File: config.mk
export PLATFORM = sky130hd
export DESIGN_NAME = seven_seg_display_arbiter
export DESIGN_NICKNAME = d
export VERILOG_FILES = /design/src/rtl/seven_seg_display_arbiter.sv
export SDC_FILE = /design/constraint.sdc
export NUM_CORES = 1
export LEC_CHECK = 0
export CORE_UTILIZATION = 45
export CTS_CLUSTER_SIZE = 20
export DETAILED_ROUTE_END_ITERATION = 6
export GPL_ROUTABILITY_DRIVEN = 0
export GPL_TIMING_DRIVEN = 1
export PLACE_DENSITY = 0.76
export REMOVE_ABC_BUFFERS = 1
export SETUP_SLACK_MARGIN = 0.02
export SYNTH_ARGS = -nofsm -noshare
export SYNTH_HDL_FRONTEND = slang
export SYNTH_SLANG_ARGS = --single-unit
File: constraint.sdc
create_clock -name clk_i -period 2.35 [get_ports clk_i]
set_clock_uncertainty 0.05 [all_clocks]
set_input_delay 0.705 -clock clk_i [delete_from_list [all_inputs] [get_ports clk_i]]
set_output_delay 0.705 -clock clk_i [all_outputs]
set_load 0.02 [all_outputs]
File: src/rtl/seven_seg_display_arbiter.sv
// seven_seg_display_arbiter
// Round-robin arbiter that shares one 16-bit display word between NUM_REQ
// requesters. Each granted word is latched and held for HOLD_CYCLES clocks;
// IDLE_DATA is shown whenever nobody holds the display.
//
//   state  | meaning
//   -------+-----------------------------------------------------------
//   S_IDLE | nothing held, display shows IDLE_DATA, waiting for a request
//   S_HOLD | a granted word is on the display, hold counter running
module seven_seg_display_arbiter #(
    parameter int          NUM_REQ   = 3,
    parameter int          CLK_FREQ  = 100_000_000,
    parameter int          HOLD_MS   = 500,
    parameter logic [15:0] IDLE_DATA = 16'h0000,
    localparam int         OWN_W     = ($clog2(NUM_REQ) > 1) ? $clog2(NUM_REQ) : 1
) (
    input  logic                   clk_i,
    input  logic                   reset_i,
    input  logic [NUM_REQ-1:0]     req_i,
    input  logic [16*NUM_REQ-1:0]  req_data_i,
    output logic [NUM_REQ-1:0]     ack_o,
    output logic [15:0]            disp_data_o,
    output logic [OWN_W-1:0]       owner_o,
    output logic                   busy_o
);

    localparam int HOLD_RAW    = (CLK_FREQ / 1000) * HOLD_MS;
    localparam int HOLD_CYCLES = (HOLD_RAW < 1) ? 1 : HOLD_RAW;
    localparam int CNT_W       = ($clog2(HOLD_CYCLES + 1) > 1) ? $clog2(HOLD_CYCLES + 1) : 1;
    localparam logic [CNT_W-1:0] CNT_LAST = CNT_W'(HOLD_CYCLES - 1);
    localparam logic [OWN_W-1:0] PTR_INIT = OWN_W'(NUM_REQ - 1);

    typedef enum logic {S_IDLE, S_HOLD} state_t;

    state_t               state_q, state_d;
    logic [CNT_W-1:0]     cnt_q, cnt_d;
    logic [OWN_W-1:0]     ptr_q, ptr_d;
    logic [NUM_REQ-1:0]   ack_q, ack_d;
    logic [15:0]          disp_q, disp_d;
    logic [OWN_W-1:0]     owner_q, owner_d;
    logic                 busy_q, busy_d;

    logic [15:0]          req_word [NUM_REQ];
    logic                 grant_found;
    logic [OWN_W-1:0]     grant_idx;

    // Split the packed message bus into one word per requester
    for (genvar k = 0; k < NUM_REQ; k++) begin : g_words
        assign req_word[k] = req_data_i[16*k +: 16];
    end

    // Circular search for the first pending request after the last grant
    always_comb begin
        int               idx;
        logic [OWN_W-1:0] idx_sel;
        grant_found = 1'b0;
        grant_idx   = '0;
        idx         = 0;
        idx_sel     = '0;
        for (int i = 1; i <= NUM_REQ; i++) begin
            idx     = (int'(ptr_q) + i) % NUM_REQ;
            idx_sel = OWN_W'(idx);
            if (!grant_found && req_i[idx_sel]) begin
                grant_found = 1'b1;
                grant_idx   = idx_sel;
            end
        end
    end

    // Next-state logic: grant from idle or at hold expiry, otherwise count
    always_comb begin
        logic load;
        state_d = state_q;
        cnt_d   = cnt_q;
        ptr_d   = ptr_q;
        ack_d   = '0;
        disp_d  = disp_q;
        owner_d = owner_q;
        busy_d  = busy_q;
        load    = 1'b0;

        case (state_q)
            S_IDLE: begin
                if (grant_found) begin
                    load = 1'b1;
                end else begin
                    disp_d = IDLE_DATA;
                    busy_d = 1'b0;
                end
            end
            S_HOLD: begin
                if (cnt_q == CNT_LAST) begin
                    // Pending requests take over on the expiry edge, no idle gap
                    if (grant_found) begin
                        load = 1'b1;
                    end else begin
                        state_d = S_IDLE;
                        disp_d  = IDLE_DATA;
                        busy_d  = 1'b0;
                        cnt_d   = '0;
                    end
                end else begin
                    cnt_d = cnt_q + CNT_W'(1);
                end
            end
            default: begin
                state_d = S_IDLE;
            end
        endcase

        if (load) begin
            state_d = S_HOLD;
            cnt_d   = '0;
            ptr_d   = grant_idx;
            ack_d   = NUM_REQ'(1) << grant_idx;
            disp_d  = req_word[grant_idx];
            owner_d = grant_idx;
            busy_d  = 1'b1;
        end
    end

    // State and registered outputs, asynchronously reset
    always_ff @(posedge clk_i or posedge reset_i) begin
        if (reset_i) begin
            state_q <= S_IDLE;
            cnt_q   <= '0;
            ptr_q   <= PTR_INIT;
            ack_q   <= '0;
            disp_q  <= IDLE_DATA;
            owner_q <= '0;
            busy_q  <= 1'b0;
        end else begin
            state_q <= state_d;
            cnt_q   <= cnt_d;
            ptr_q   <= ptr_d;
            ack_q   <= ack_d;
            disp_q  <= disp_d;
            owner_q <= owner_d;
            busy_q  <= busy_d;
        end
    end

    assign ack_o       = ack_q;
    assign disp_data_o = disp_q;
    assign owner_o     = owner_q;
    assign busy_o      = busy_q;

endmodule

==> summary.md, run 1 <==
| Metric | Value |
|---|---|
| Critical path class | `flop to flop` |
| Width of the die | `87.7 um` |
| Pre-CTS setup slack | `-0.493 ns` |
| Row count | `30` |
| Syn avg cell area | `9.52 um2` |
| Total global routing track utilization | `26.9%` |
| Ys flop type | `dfrtp_1` |
| Reg area | `1250 um2` |
| Period utilization | `107%` |
| Hold Slack | `0.449 ns` |
| Fin util | `71.8%` |
| Number of flops mapped to enable cells by yosys | `0` |
| Critical path fanouts, max | `9` |
| Fin crit period | `2.51 ns` |
| Routed length per placed instance | `18.9 um` |
| Ports | `75` |
| Pin count of the biggest net entering global routing | `51` |
| DRT Wirelength | `10600 um` |
| Starting DRT DRC Count | `258` |
| CTS buffer count | `5` |
| Clk Latency, worst-skew pair | `0.31 ns` |
| Pins Over Slew Limit | `0` |
| Leakage | `0.00204 uW` |
| Clock sink total | `50` |
| Seq/Total Area, Yosys | `37.9%` |
| TritonCTS clock tree | `yes` |
| Gate Count Post-Synth | `347` |
| Commonest cells post-synth | `49 x dfrtp_1, 27 x o221ai_1, 25 x inv_1` |
| DIE HEIGHT | `87.7 um` |
| Worst-Margin Slew | `0.480 ns` |
| R2r setup slk | `-0.16 ns` |
| Synth area leaders | `dfrtp_1 37%, o221ai_1 7.2%, a32o_1 3.9%` |
| Area delta synth->final | `51.0%` |
| Final hold vios | `0` |
| Via count | `3465` |
| Yosys warns | `0` |
| Most common cell in the netlist | `dfrtp_1` |
| # DRC | `0` |
| Max-cap violations | `0` |
| Die ar. | `7680 um2` |
| Worst path required time | `2.50 ns` |
| Failing checks | `negative setup slack` |
| Fillers | `488` |
| Hold path depth | `1` |
| Highest clock rate | `0.399 GHz` |
| H-tree depth | `2` |
| I/O Buffers | `74` |
| Share of the synthesized area in the top cell type | `37.1%` |
| Share of layout cells above drive strength 1 | `27.2%` |
| Initial antenna violation count | `0` |
| Yosys reg bits | `50` |
| Reg2Reg Depth | `7` |
| End of the worst hold path | `disp_data_o[10]$_DFFE_PP0P_` |
| Hold Crit Class | `flop to flop` |
| Global route overflow | `0` |
| Final net count | `521` |
| Max_slew headroom | `67.7%` |
| DR pass1 iterations | `5` |
| Via/cell ratio | `6.19` |
| HP Start | `disp_data_o[10]$_DFFE_PP0P_` |
| Core footprint | `6940 um2` |
| Synthesized area | `3300 um2` |
| CTS Hold Bufs | `0` |
| Post-synth ARST share | `100%` |
| Clock-pin slew on the worst setup and hold paths | `0.10 ns` |
| CP Capture Type | `flop` |
| Slack of the critical path | `-0.158 ns` |
| PwrDens | `519 nW/um2` |
| Multi-input logic area | `2030 um2` |
| Post-DP HPWL | `6310 um` |
| VDD IR max | `0.354 mV` |
| Critical Path AT | `2.66 ns` |
| Post-synth cell types | `57` |
| Biggest area consumer among synthesized cells | `dfrtp_1` |
| Antenna-violating nets left | `0` |
| Initial Util | `47.5%` |
| RSZ-0062 raised after global routing | `yes` |
| First-pass GRT wire length | `16200 um` |
| Clk root buf | `clkbuf_8` |
| Worst reg2reg endpoint | `disp_data_o[2]$_DFFE_PP0P_` |
| Critical path launch point type | `flop` |
| Number of diodes | `0` |
| Vias in the first global route | `3217` |
| Status | `finished, violations left` |
| # setup viols final | `20` |
| R2r startpoint | `ptr_q[1]$_DFFE_PP1P_` |
| Clk buf depth | `2` |
-- flip-flops by register name (all words and copies together) (netlist names) --
| name | count |
|---|---|
| state_q | 1 |
| cnt_q | 26 |
| owner_o | 1 |
| ack_o | 3 |
| busy_o | 1 |
| ptr_q | 2 |
| disp_data_o | 16 |
-- critical path, cell delays in order (launching register included) --
cell and delay, ns:
dfstp_2 0.59, ha_4 0.24, buf_4 0.15, nor2b_1 0.28
o221ai_4 0.20, o311a_4 0.22, or3_1 0.39, a32o_1 0.27
-- worst max path at each step --
stage / cells past startpoint / from / slack [ns] / endpoint
after floorplan: 6 / cnt_q[0]$_DFFE_PP0P_ / -1.68 / owner_o[1]$_DFFE_PP0P_
after global placement: 8 / req_i[1] / -0.43 / disp_data_o[10]$_DFFE_PP0P_
after detailed placement: 8 / req_i[1] / -0.49 / disp_data_o[3]$_DFFE_PP0P_
after CTS: 7 / ptr_q[1]$_DFFE_PP1P_ / -0.1 / disp_data_o[3]$_DFFE_PP0P_
after global routing: 7 / ptr_q[1]$_DFFE_PP1P_ / -0.18 / disp_data_o[2]$_DFFE_PP0P_
final: 7 / ptr_q[1]$_DFFE_PP1P_ / -0.16 / disp_data_o[2]$_DFFE_PP0P_
-- cell type report --
class	count	share of cell area, %
repair buffers	137	27.6
well taps	96	2.41
flip-flops and latches	50	25.1
multi-input cells	244	40.7
inverters	25	1.88
clock inverters	3	0.954
clock buffers	5	1.38
-- logic make-up (layout without fill, tap and decap cells) --
| kind of cell | after synthesis | after routing | synth area share (%) |
|---|---|---|---|
| adders and majority gates | 5 | 5 | 1.89 |
| buffers and inverters | 56 | 170 | 9.06 |
| xor gates and xnor gates | 2 | 2 | 0.531 |
| muxes | 8 | 8 | 2.54 |
| AOI/OAI and AO/OA | 119 | 122 | 29.5 |
| DFF | 50 | 50 | 37.9 |
| and+or+nand+nor | 107 | 107 | 18.5 |
-- power by group --
group / switching (uW) / internal (uW) / total [uW]
clock: 312 / 323 / 635
sequential: 19.5 / 893 / 912
combinational: 501 / 542 / 1040
-- stage by stage --
step | std cells | total power [uW] | setup TNS, ns | cell area, um2
6_report | 560 | 2590 | -2.05 | 4990
4_1_cts | 550 | 2470 | -1.34 | 4760
5_1_grt | 560 | 2690 | -3.15 | 4990
3_5_place_dp | 533 | 1730 | -19.81 | 4410
2_1_floorplan | 316 | 1320 | -50.19 | 3100
3_3_place_gp | 533 | 1720 | -16.53 | 4410
-- layer usage --
| metal | share of wire (%) | vias to the layer above | GRT usage (%) |
|---|---|---|---|
| li1 | - | 1593 | - |
| met3 | 5.9 | 36 | 3.20 |
| met2 | 50 | 161 | 45.7 |
| met4 | 3.8 | 0 | 8.20 |
| met1 | 41 | 1675 | 36.1 |
| met5 | 0 | - | 0 |
-- cells in the final DEF (no fill, tap or decap), types with 4 or more instances in the layout --
cell type,synthesis,final
clkbuf_8,0,5
nand4_1,7,7
a21o_1,14,13
o21ai_0,12,10
a31oi_1,4,4
buf_12,1,8
a22o_1,5,5
dfrtp_1,49,49
a32o_1,13,13
buf_4,4,45
clkdlybuf4s50_1,0,71
o221ai_2,6,15
a21oi_1,15,12
nand2_1,23,23
or3_1,19,18
o21ai_1,4,5
buf_6,6,8
nor3_1,8,8
inv_1,25,22
o221ai_1,27,17
nor2_1,10,8
nand3_1,14,14
-- what timing repair did --
item                                    in CTS  in global routing
setup buffers                                6                  9
gates resized for setup                     32                 26
gates cloned                                 3                  2
pin swaps                                   11                 16
endpoints found under the setup margin      48                 47
No activity file was read; power rests on OpenSTA's default activity.
==> run 2, diff against run 1 <==
--- a/config.mk
+++ b/config.mk
@@ -13,6 +13,7 @@
 export PLACE_DENSITY = 0.76
 export REMOVE_ABC_BUFFERS = 1
 export SETUP_SLACK_MARGIN = 0.02
+export SKIP_LAST_GASP = 1
 export SYNTH_ARGS = -nofsm -noshare
 export SYNTH_HDL_FRONTEND = slang
 export SYNTH_SLANG_ARGS = --single-unit
==> run 2 against run 1 <==
  * The flow still finishes with violations (negative setup slack)
  * Die area is the same
  * Non-clock buffer count grew 8
  * Clock-buffer cell count is the same
  * First-iteration DRC count grew 56%
  * Critical path type unchanged
  * Critical endpoint unchanged
  * Highest routed layer unchanged
==> summary.md, run 2 (synthesis results as in run 1) <==
| Metric | Value |
|---|---|
| Status | `finished, violations left` |
| Failing checks | `negative setup slack` |
| Critical path fanouts, max | `9 (unchanged)` |
| Comb pwr share | `41.4% (+1.1 points)` |
| Slack of the critical path | `-0.194 ns (-0.0362 ns)` |
| DRT Wirelength | `11800 um (+11%)` |
| Highest clock rate | `0.393 GHz (-1.4%)` |
| Period utilization | `108% (+1.5 points)` |
| Critical path launch point type | `flop` |
| CTS buffer count | `5 (unchanged)` |
| Clk buf depth | `2 (unchanged)` |
| Fin crit period | `2.54 ns (+0.0362 ns)` |
| Reg2Reg Depth | `7 (unchanged)` |
| Most common cell after layout, fill and taps aside | `clkdlybuf4s50_1` |
| Switching Share | `32.8% (+0.65 points)` |
| Cell Chain, Critical Path | `ha_4, buf_4, nor2b_1, o221ai_4, o311a_4, or3_1, a32o_1` |
| Pint | `1780 uW (+1.2%)` |
| Max-cap violations | `0 (unchanged)` |
| DR pass1 iterations | `5 (unchanged)` |
| TritonCTS clock tree | `yes` |
| Tot Pwr | `2650 uW (+2.2%)` |
| VDD IR max | `0.352 mV (-0.71%)` |
| Total global routing track utilization | `26.9% (unchanged)` |
| Post-DP HPWL | `6310 um (unchanged)` |
| Clk root buf | `clkbuf_8` |
| Cell count along the critical path | `7 (unchanged)` |
| Worst path bufs/invs | `1 (unchanged)` |
| Ports | `75 (unchanged)` |
| Area delta synth->final | `55.7%` |
| CP max-delay cell | `dfstp_2` |
| Most flops, register | `cnt_q` |
| Net Switching | `867 uW (+4.2%)` |
| Fillers | `465 (-4.7%)` |
| Starting DRT DRC Count | `403 (+56%)` |
| Leakage | `0.00211 uW (+3.3%)` |
| CP Capture Type | `flop` |
| Max_slew headroom | `67.1% (-0.64 points)` |
| Global route overflow | `0 (unchanged)` |
| TNS Setup | `-2.48 ns (-0.429 ns)` |
| Share of layout cells above drive strength 1 | `29.7% (+2.5 points)` |
| H-tree depth | `2 (unchanged)` |
| Fin util | `74.0% (+2.2 points)` |
| Core footprint | `6940 um2 (unchanged)` |
| Pin count of the biggest net entering global routing | `51 (unchanged)` |
| Most frequent cells in the layout | `71 x clkdlybuf4s50_1, 50 x buf_4, 49 x dfrtp_1` |
| Pre-CTS setup slack | `-0.493 ns (unchanged)` |
| # DRC | `0 (unchanged)` |
| Hold Crit Class | `flop to flop` |
| PwrDens | `515 nW/um2 (-0.93%)` |
| Critical Path AT | `2.69 ns (+0.03 ns)` |
| Width of the die | `87.7 um (unchanged)` |
| Die ar. | `7680 um2 (unchanged)` |
| DP Cell Count | `533 (unchanged)` |
| Pins Over Slew Limit | `0 (unchanged)` |
| I/O Buffers | `74 (unchanged)` |
| Initial antenna violation count | `0 (unchanged)` |
| Clk Latency, worst-skew pair | `0.31 ns (about the same)` |
| Worst-Margin Slew | `0.489 ns (+0.00946 ns)` |
| Non-filler instance count after layout | `568 (+1.4%)` |
| Critical path class | `flop to flop` |
| Hold path depth | `1 (unchanged)` |
| Final net count | `529 (+1.5%)` |
| Worst path required time | `2.50 ns (about the same)` |
| Via/cell ratio | `6.31 (+1.9%)` |
| # setup viols final | `31 (+55%)` |
| CP delay by family, top | `simple AND/OR/NAND/NOR gates` |
| Antenna-violating nets left | `0 (unchanged)` |
| Crit-path max cell delay | `0.59 ns (about the same)` |
| Routed length per placed instance | `20.8 um (+9.9%)` |
| Initial Util | `47.5% (unchanged)` |
| Via count | `3583 (+3.4%)` |
| Vias in the first global route | `3217 (unchanged)` |
| DIE HEIGHT | `87.7 um (unchanged)` |
| Clock share of power | `24.1% (-0.4 points)` |
| Number of diodes | `0 (unchanged)` |
| RSZ-0062 raised after global routing | `yes` |
| Final hold vios | `0 (unchanged)` |
| Largest register FFs | `26 (unchanged)` |
| Row count | `30 (unchanged)` |
| Flop pwr share | `34.5% (-0.7 points)` |
| First-pass GRT wire length | `16200 um (unchanged)` |
| Clock sink total | `50 (unchanged)` |
| Clock-pin slew on the worst setup and hold paths | `0.11 ns (about the same)` |
run 2: cell types whose count changed in the layout (fill, tap and decap cells not counted), moves of 3 or more:
cell	change
a21oi_1	-4
o221ai_2	-3
buf_4	+5
a21oi_2	+4
run 2: layout make-up:
| type | count | area [um2] | share of cell area (%) |
|---|---|---|---|
| timing repair buffer | 145 | 1490 | 28.9 |
| tap | 96 | 120 | 2.34 |
| clock inverter | 3 | 47.5 | 0.925 |
| sequential | 50 | 1250 | 24.4 |
| clock buffer | 5 | 68.8 | 1.34 |
| multi-input combinational | 244 | 2070 | 40.3 |
| inverter | 25 | 93.8 | 1.83 |
run 2: metal layers:
metal	GRT usage, %	wire length [um]
met4	8.20	485
met1	36.1	4620
met2	45.7	5960
met3	3.20	731
met5	0	0
run 2: final timing paths:
check	from	to	slack, ns
worst max-delay path	ptr_q[1]$_DFFE_PP1P_	disp_data_o[2]$_DFFE_PP0P_	-0.19
worst min-delay path	disp_data_o[10]$_DFFE_PP0P_	disp_data_o[10]$_DFFE_PP0P_	0.45
worst max register to register	ptr_q[1]$_DFFE_PP1P_	disp_data_o[2]$_DFFE_PP0P_	-0.19
worst min register to register	disp_data_o[10]$_DFFE_PP0P_	disp_data_o[10]$_DFFE_PP0P_	0.45
max in group asynchronous	reset_i	ptr_q[1]$_DFFE_PP1P_	1.27
min in group asynchronous	reset_i	disp_data_o[11]$_DFFE_PP0P_	0.69
run 2: timing repair:
action                     CTS  global route
cloned                       3             5
hold buffers                 0             0
pin swaps                   11            23
setup buffers                6            13
gates resized for setup     31            39
setup endpoints to repair   48            47
run 2: power by group through the flow:
stage          Combinational, uW  Clock, uW  Sequential (uW)
2_1_floorplan                353          0              965
3_3_place_gp                 789          0              928
3_5_place_dp                 804          0              929
4_1_cts                      914        642              912
5_1_grt                     1150        675              916
6_report                    1090        638              913
run 2: stage by stage:
| step | hold slack (ns) | cell area [um2] |
|---|---|---|
| finish | 0.448 | 5140 |
| global route | 0.456 | 5140 |
| CTS | 0.454 | 4770 |
| floorplan | 0.415 | 3100 |
| detailed placement | 0.432 | 4410 |
| global placement | 0.424 | 4410 |
==> run 3, diff against run 2 <==
--- a/config.mk
+++ b/config.mk
@@ -8,9 +8,9 @@
 export CORE_UTILIZATION = 45
 export CTS_CLUSTER_SIZE = 20
 export DETAILED_ROUTE_END_ITERATION = 6
+export DONT_BUFFER_PORTS = 1
 export GPL_ROUTABILITY_DRIVEN = 0
 export GPL_TIMING_DRIVEN = 1
-export PLACE_DENSITY = 0.76
 export REMOVE_ABC_BUFFERS = 1
 export SETUP_SLACK_MARGIN = 0.02
 export SKIP_LAST_GASP = 1
==> constraint.sdc (replaced) <==
create_clock -name clk_i -period 2.7 [get_ports clk_i]
set_clock_uncertainty 0.05 [all_clocks]
set_input_delay 0.81 -clock clk_i [delete_from_list [all_inputs] [get_ports clk_i]]
set_output_delay 0.81 -clock clk_i [all_outputs]
set_load 0.02 [all_outputs]
==> run 3 against run 2 <==
  * The run now ends clean
  * Cell count down 21%
  * Critical path depth up 1
  * Worst setup slack improved by 0.28 ns
  * Clock power down 14%
  * Global-route usage down 4.5 points
  * Register-to-register slack gained 0.28 ns
  * Total power is 28% lower
  * Flip-flop and latch count is the same
  * Critical endpoint is now disp_data_o[12]$_DFFE_PP0P_
==> summary.md, run 3 (synthesis results as in run 1) <==
| Metric | Value |
|---|---|
| Most common cell after layout, fill and taps aside | `dfrtp_1` |
| Number of diodes | `0 (unchanged)` |
| Non-filler instance count after layout | `450 (-21%)` |
| Hold Crit Class | `input pin to asynchronous set/reset pin` |
| I/O Buffers | `0 (-100%)` |
| Pins Over Slew Limit | `0 (unchanged)` |
| Max_slew headroom | `54.9% (-12 points)` |
| H-tree depth | `2 (unchanged)` |
| Via count | `2933 (-18%)` |
| DIE HEIGHT | `87.7 um (unchanged)` |
| DR pass1 iterations | `4 (-1)` |
| Via/cell ratio | `6.52 (+3.3%)` |
| Worst path required time | `2.90 ns (+0.40 ns)` |
| Vias in the first global route | `2686 (-17%)` |
| First-pass GRT wire length | `13600 um (-16%)` |
| Cell area after layout | `3670 um2 (-29%)` |
| PwrDens | `520 nW/um2 (+1.1%)` |
| R2r setup slk | `0.08 ns (+0.28 ns)` |
| Share of layout cells above drive strength 1 | `19.2% (-10 points)` |
| # setup viols final | `0 (-100%)` |
| Largest register FFs | `26 (unchanged)` |
| Worst-Margin Slew | `0.673 ns (+0.184 ns)` |
| Area delta synth->final | `11.1%` |
| Clk buf depth | `2 (unchanged)` |
| Initial Util | `47.5% (unchanged)` |
| Ports | `75 (unchanged)` |
| Initial antenna violation count | `0 (unchanged)` |
| Row count | `30 (unchanged)` |
| Period utilization | `96.9% (-11 points)` |
| Final hold vios | `0 (unchanged)` |
| Status | `finished, final reports clean` |
| Leakage | `0.00150 uW (-29%)` |
| Starting DRT DRC Count | `150 (-63%)` |
| Critical path class | `flop to flop` |
| Clk root buf | `clkbuf_8` |
| R2r startpoint | `ptr_q[1]$_DFFE_PP1P_` |
| Flop pwr share | `43.6% (+9.1 points)` |
| Final net count | `411 (-22%)` |
| Max-cap violations | `0 (unchanged)` |
| Tot Pwr | `1910 uW (-28%)` |
| Fin crit period | `2.62 ns (+0.0721 ns)` |
| Reg2Reg Depth | `8 (+1)` |
| Total global routing track utilization | `22.4% (-4.5 points)` |
| Critical Path AT | `2.82 ns (+0.13 ns)` |
| DRT Wirelength | `8820 um (-25%)` |
| Worst reg2reg endpoint | `disp_data_o[12]$_DFFE_PP0P_` |
| Critical path fanouts, max | `13 (+4)` |
| Critical path launch point type | `flop` |
| Net Switching | `622 uW (-28%)` |
| Clock-pin slew on the worst setup and hold paths | `0.10 ns (about the same)` |
| Clk Latency, worst-skew pair | `0.31 ns (about the same)` |
| Switching Share | `32.6% (-0.15 points)` |
| Highest clock rate | `0.382 GHz (-2.8%)` |
| DP Cell Count | `436 (-18%)` |
| RSZ-0062 raised after global routing | `yes` |
| Global route overflow | `0 (unchanged)` |
| Hold Slack | `0.360 ns (-0.0886 ns)` |
| Fin util | `52.8% (-21 points)` |
| CTS buffer count | `5 (unchanged)` |
| Routed length per placed instance | `19.6 um (-5.7%)` |
| # DRC | `0 (unchanged)` |
| Pin count of the biggest net entering global routing | `40 (-22%)` |
| Most flops, register | `cnt_q` |
| Pint | `1290 uW (-28%)` |
| CTS Hold Bufs | `0 (unchanged)` |
| Antenna-violating nets left | `0 (unchanged)` |
| VDD IR max | `0.252 mV (-28%)` |
| Comb pwr share | `27.6% (-14 points)` |
| Core footprint | `6940 um2 (unchanged)` |
| Width of the die | `87.7 um (unchanged)` |
| TritonCTS clock tree | `yes` |
| Post-DP HPWL | `5650 um (-10%)` |
| CP Capture Type | `flop` |
| Die ar. | `7680 um2 (unchanged)` |
| Clock sink total | `50 (unchanged)` |
| Clock share of power | `28.8% (+4.7 points)` |
| Most frequent cells in the layout | `49 x dfrtp_1, 24 x inv_1, 24 x o221ai_1, 24 x buf_4, 23 x nand2_1` |
| Dpl cell area | `3410 um2 (-23%)` |
==> run 3: cell types whose count changed in the layout (fill, tap and decap cells not counted), moves of 4 or more <==
| cell | change |
|---|---|
| clkbuf_16 | -4 |
| buf_6 | -5 |
| buf_12 | -8 |
| o21ai_0 | +4 |
| buf_4 | -26 |
| o221ai_1 | +6 |
| a21oi_2 | -5 |
| a21oi_1 | +6 |
| clkdlybuf4s50_1 | -71 |
==> run 3: worst max-delay path: stages, from the launching register on <==
cell and delay (ns):
dfstp_2 0.56, ha_2 0.31, buf_4 0.17, and3b_2 0.25
a311o_1 0.37, o22a_1 0.22, buf_4 0.20, o221ai_1 0.23
a32o_1 0.20
==> run 3: area by class of cell <==
cell class	count	area, um2
clock buffer	5	68.8
clock inverter	3	43.8
fill	654	3280
inverter	25	93.8
multi-input combinational	243	1850
sequential	50	1250
tap	96	120
timing repair buffer	28	234
==> run 3: per-layer routing <==
metal | vias up | global-route usage (%) | routed length [um]
met2 | 91 | 35.7 | 4060
met4 | 0 | 6.86 | 142
li1 | 1362 | - | -
met3 | 13 | 5.18 | 497
met5 | - | 0 | 0
met1 | 1467 | 30.5 | 4120
==> run 3: how the worst max path moves through the flow <==
stage | startpoint | end | slack, ns | cells past startpoint
after floorplan | cnt_q[0]$_DFFE_PP0P_ | owner_o[1]$_DFFE_PP0P_ | -1.33 | 6
after global placement | req_i[1] | disp_data_o[3]$_DFFE_PP0P_ | 0.05 | 6
after detailed placement | req_i[1] | disp_data_o[4]$_DFFE_PP0P_ | -0.03 | 6
after CTS | ptr_q[1]$_DFFE_PP1P_ | disp_data_o[4]$_DFFE_PP0P_ | 0.02 | 7
after global routing | ptr_q[1]$_DFFE_PP1P_ | disp_data_o[4]$_DFFE_PP0P_ | -0.0008 | 8
final | ptr_q[1]$_DFFE_PP1P_ | disp_data_o[12]$_DFFE_PP0P_ | 0.08 | 8
==> run 3: stage by stage <==
| stage | setup slack (ns) | setup TNS [ns] |
|---|---|---|
| 2_1_floorplan | -1.33 | -34.02 |
| 5_1_grt | -0.000848 | -0.000848 |
| 3_5_place_dp | -0.0261 | -0.0537 |
| 4_1_cts | 0.0226 | 0 |
| 3_3_place_gp | 0.0507 | 0 |
| 6_report | 0.0837 | 0 |
==> run 3: power by group through the flow <==
stage	registers [uW]	clock network, uW	logic (uW)
global placement	846	0	437
global route	835	584	567
floorplan	840	0	307
finish	832	549	527
detailed placement	847	0	444
CTS	832	562	445
==> run 3: repair_timing <==
| item | CTS | global route |
|---|---|---|
| setup endpoints to repair | 0 | 17 |
| setup buffers | 0 | 4 |
| gates resized for setup | 0 | 15 |
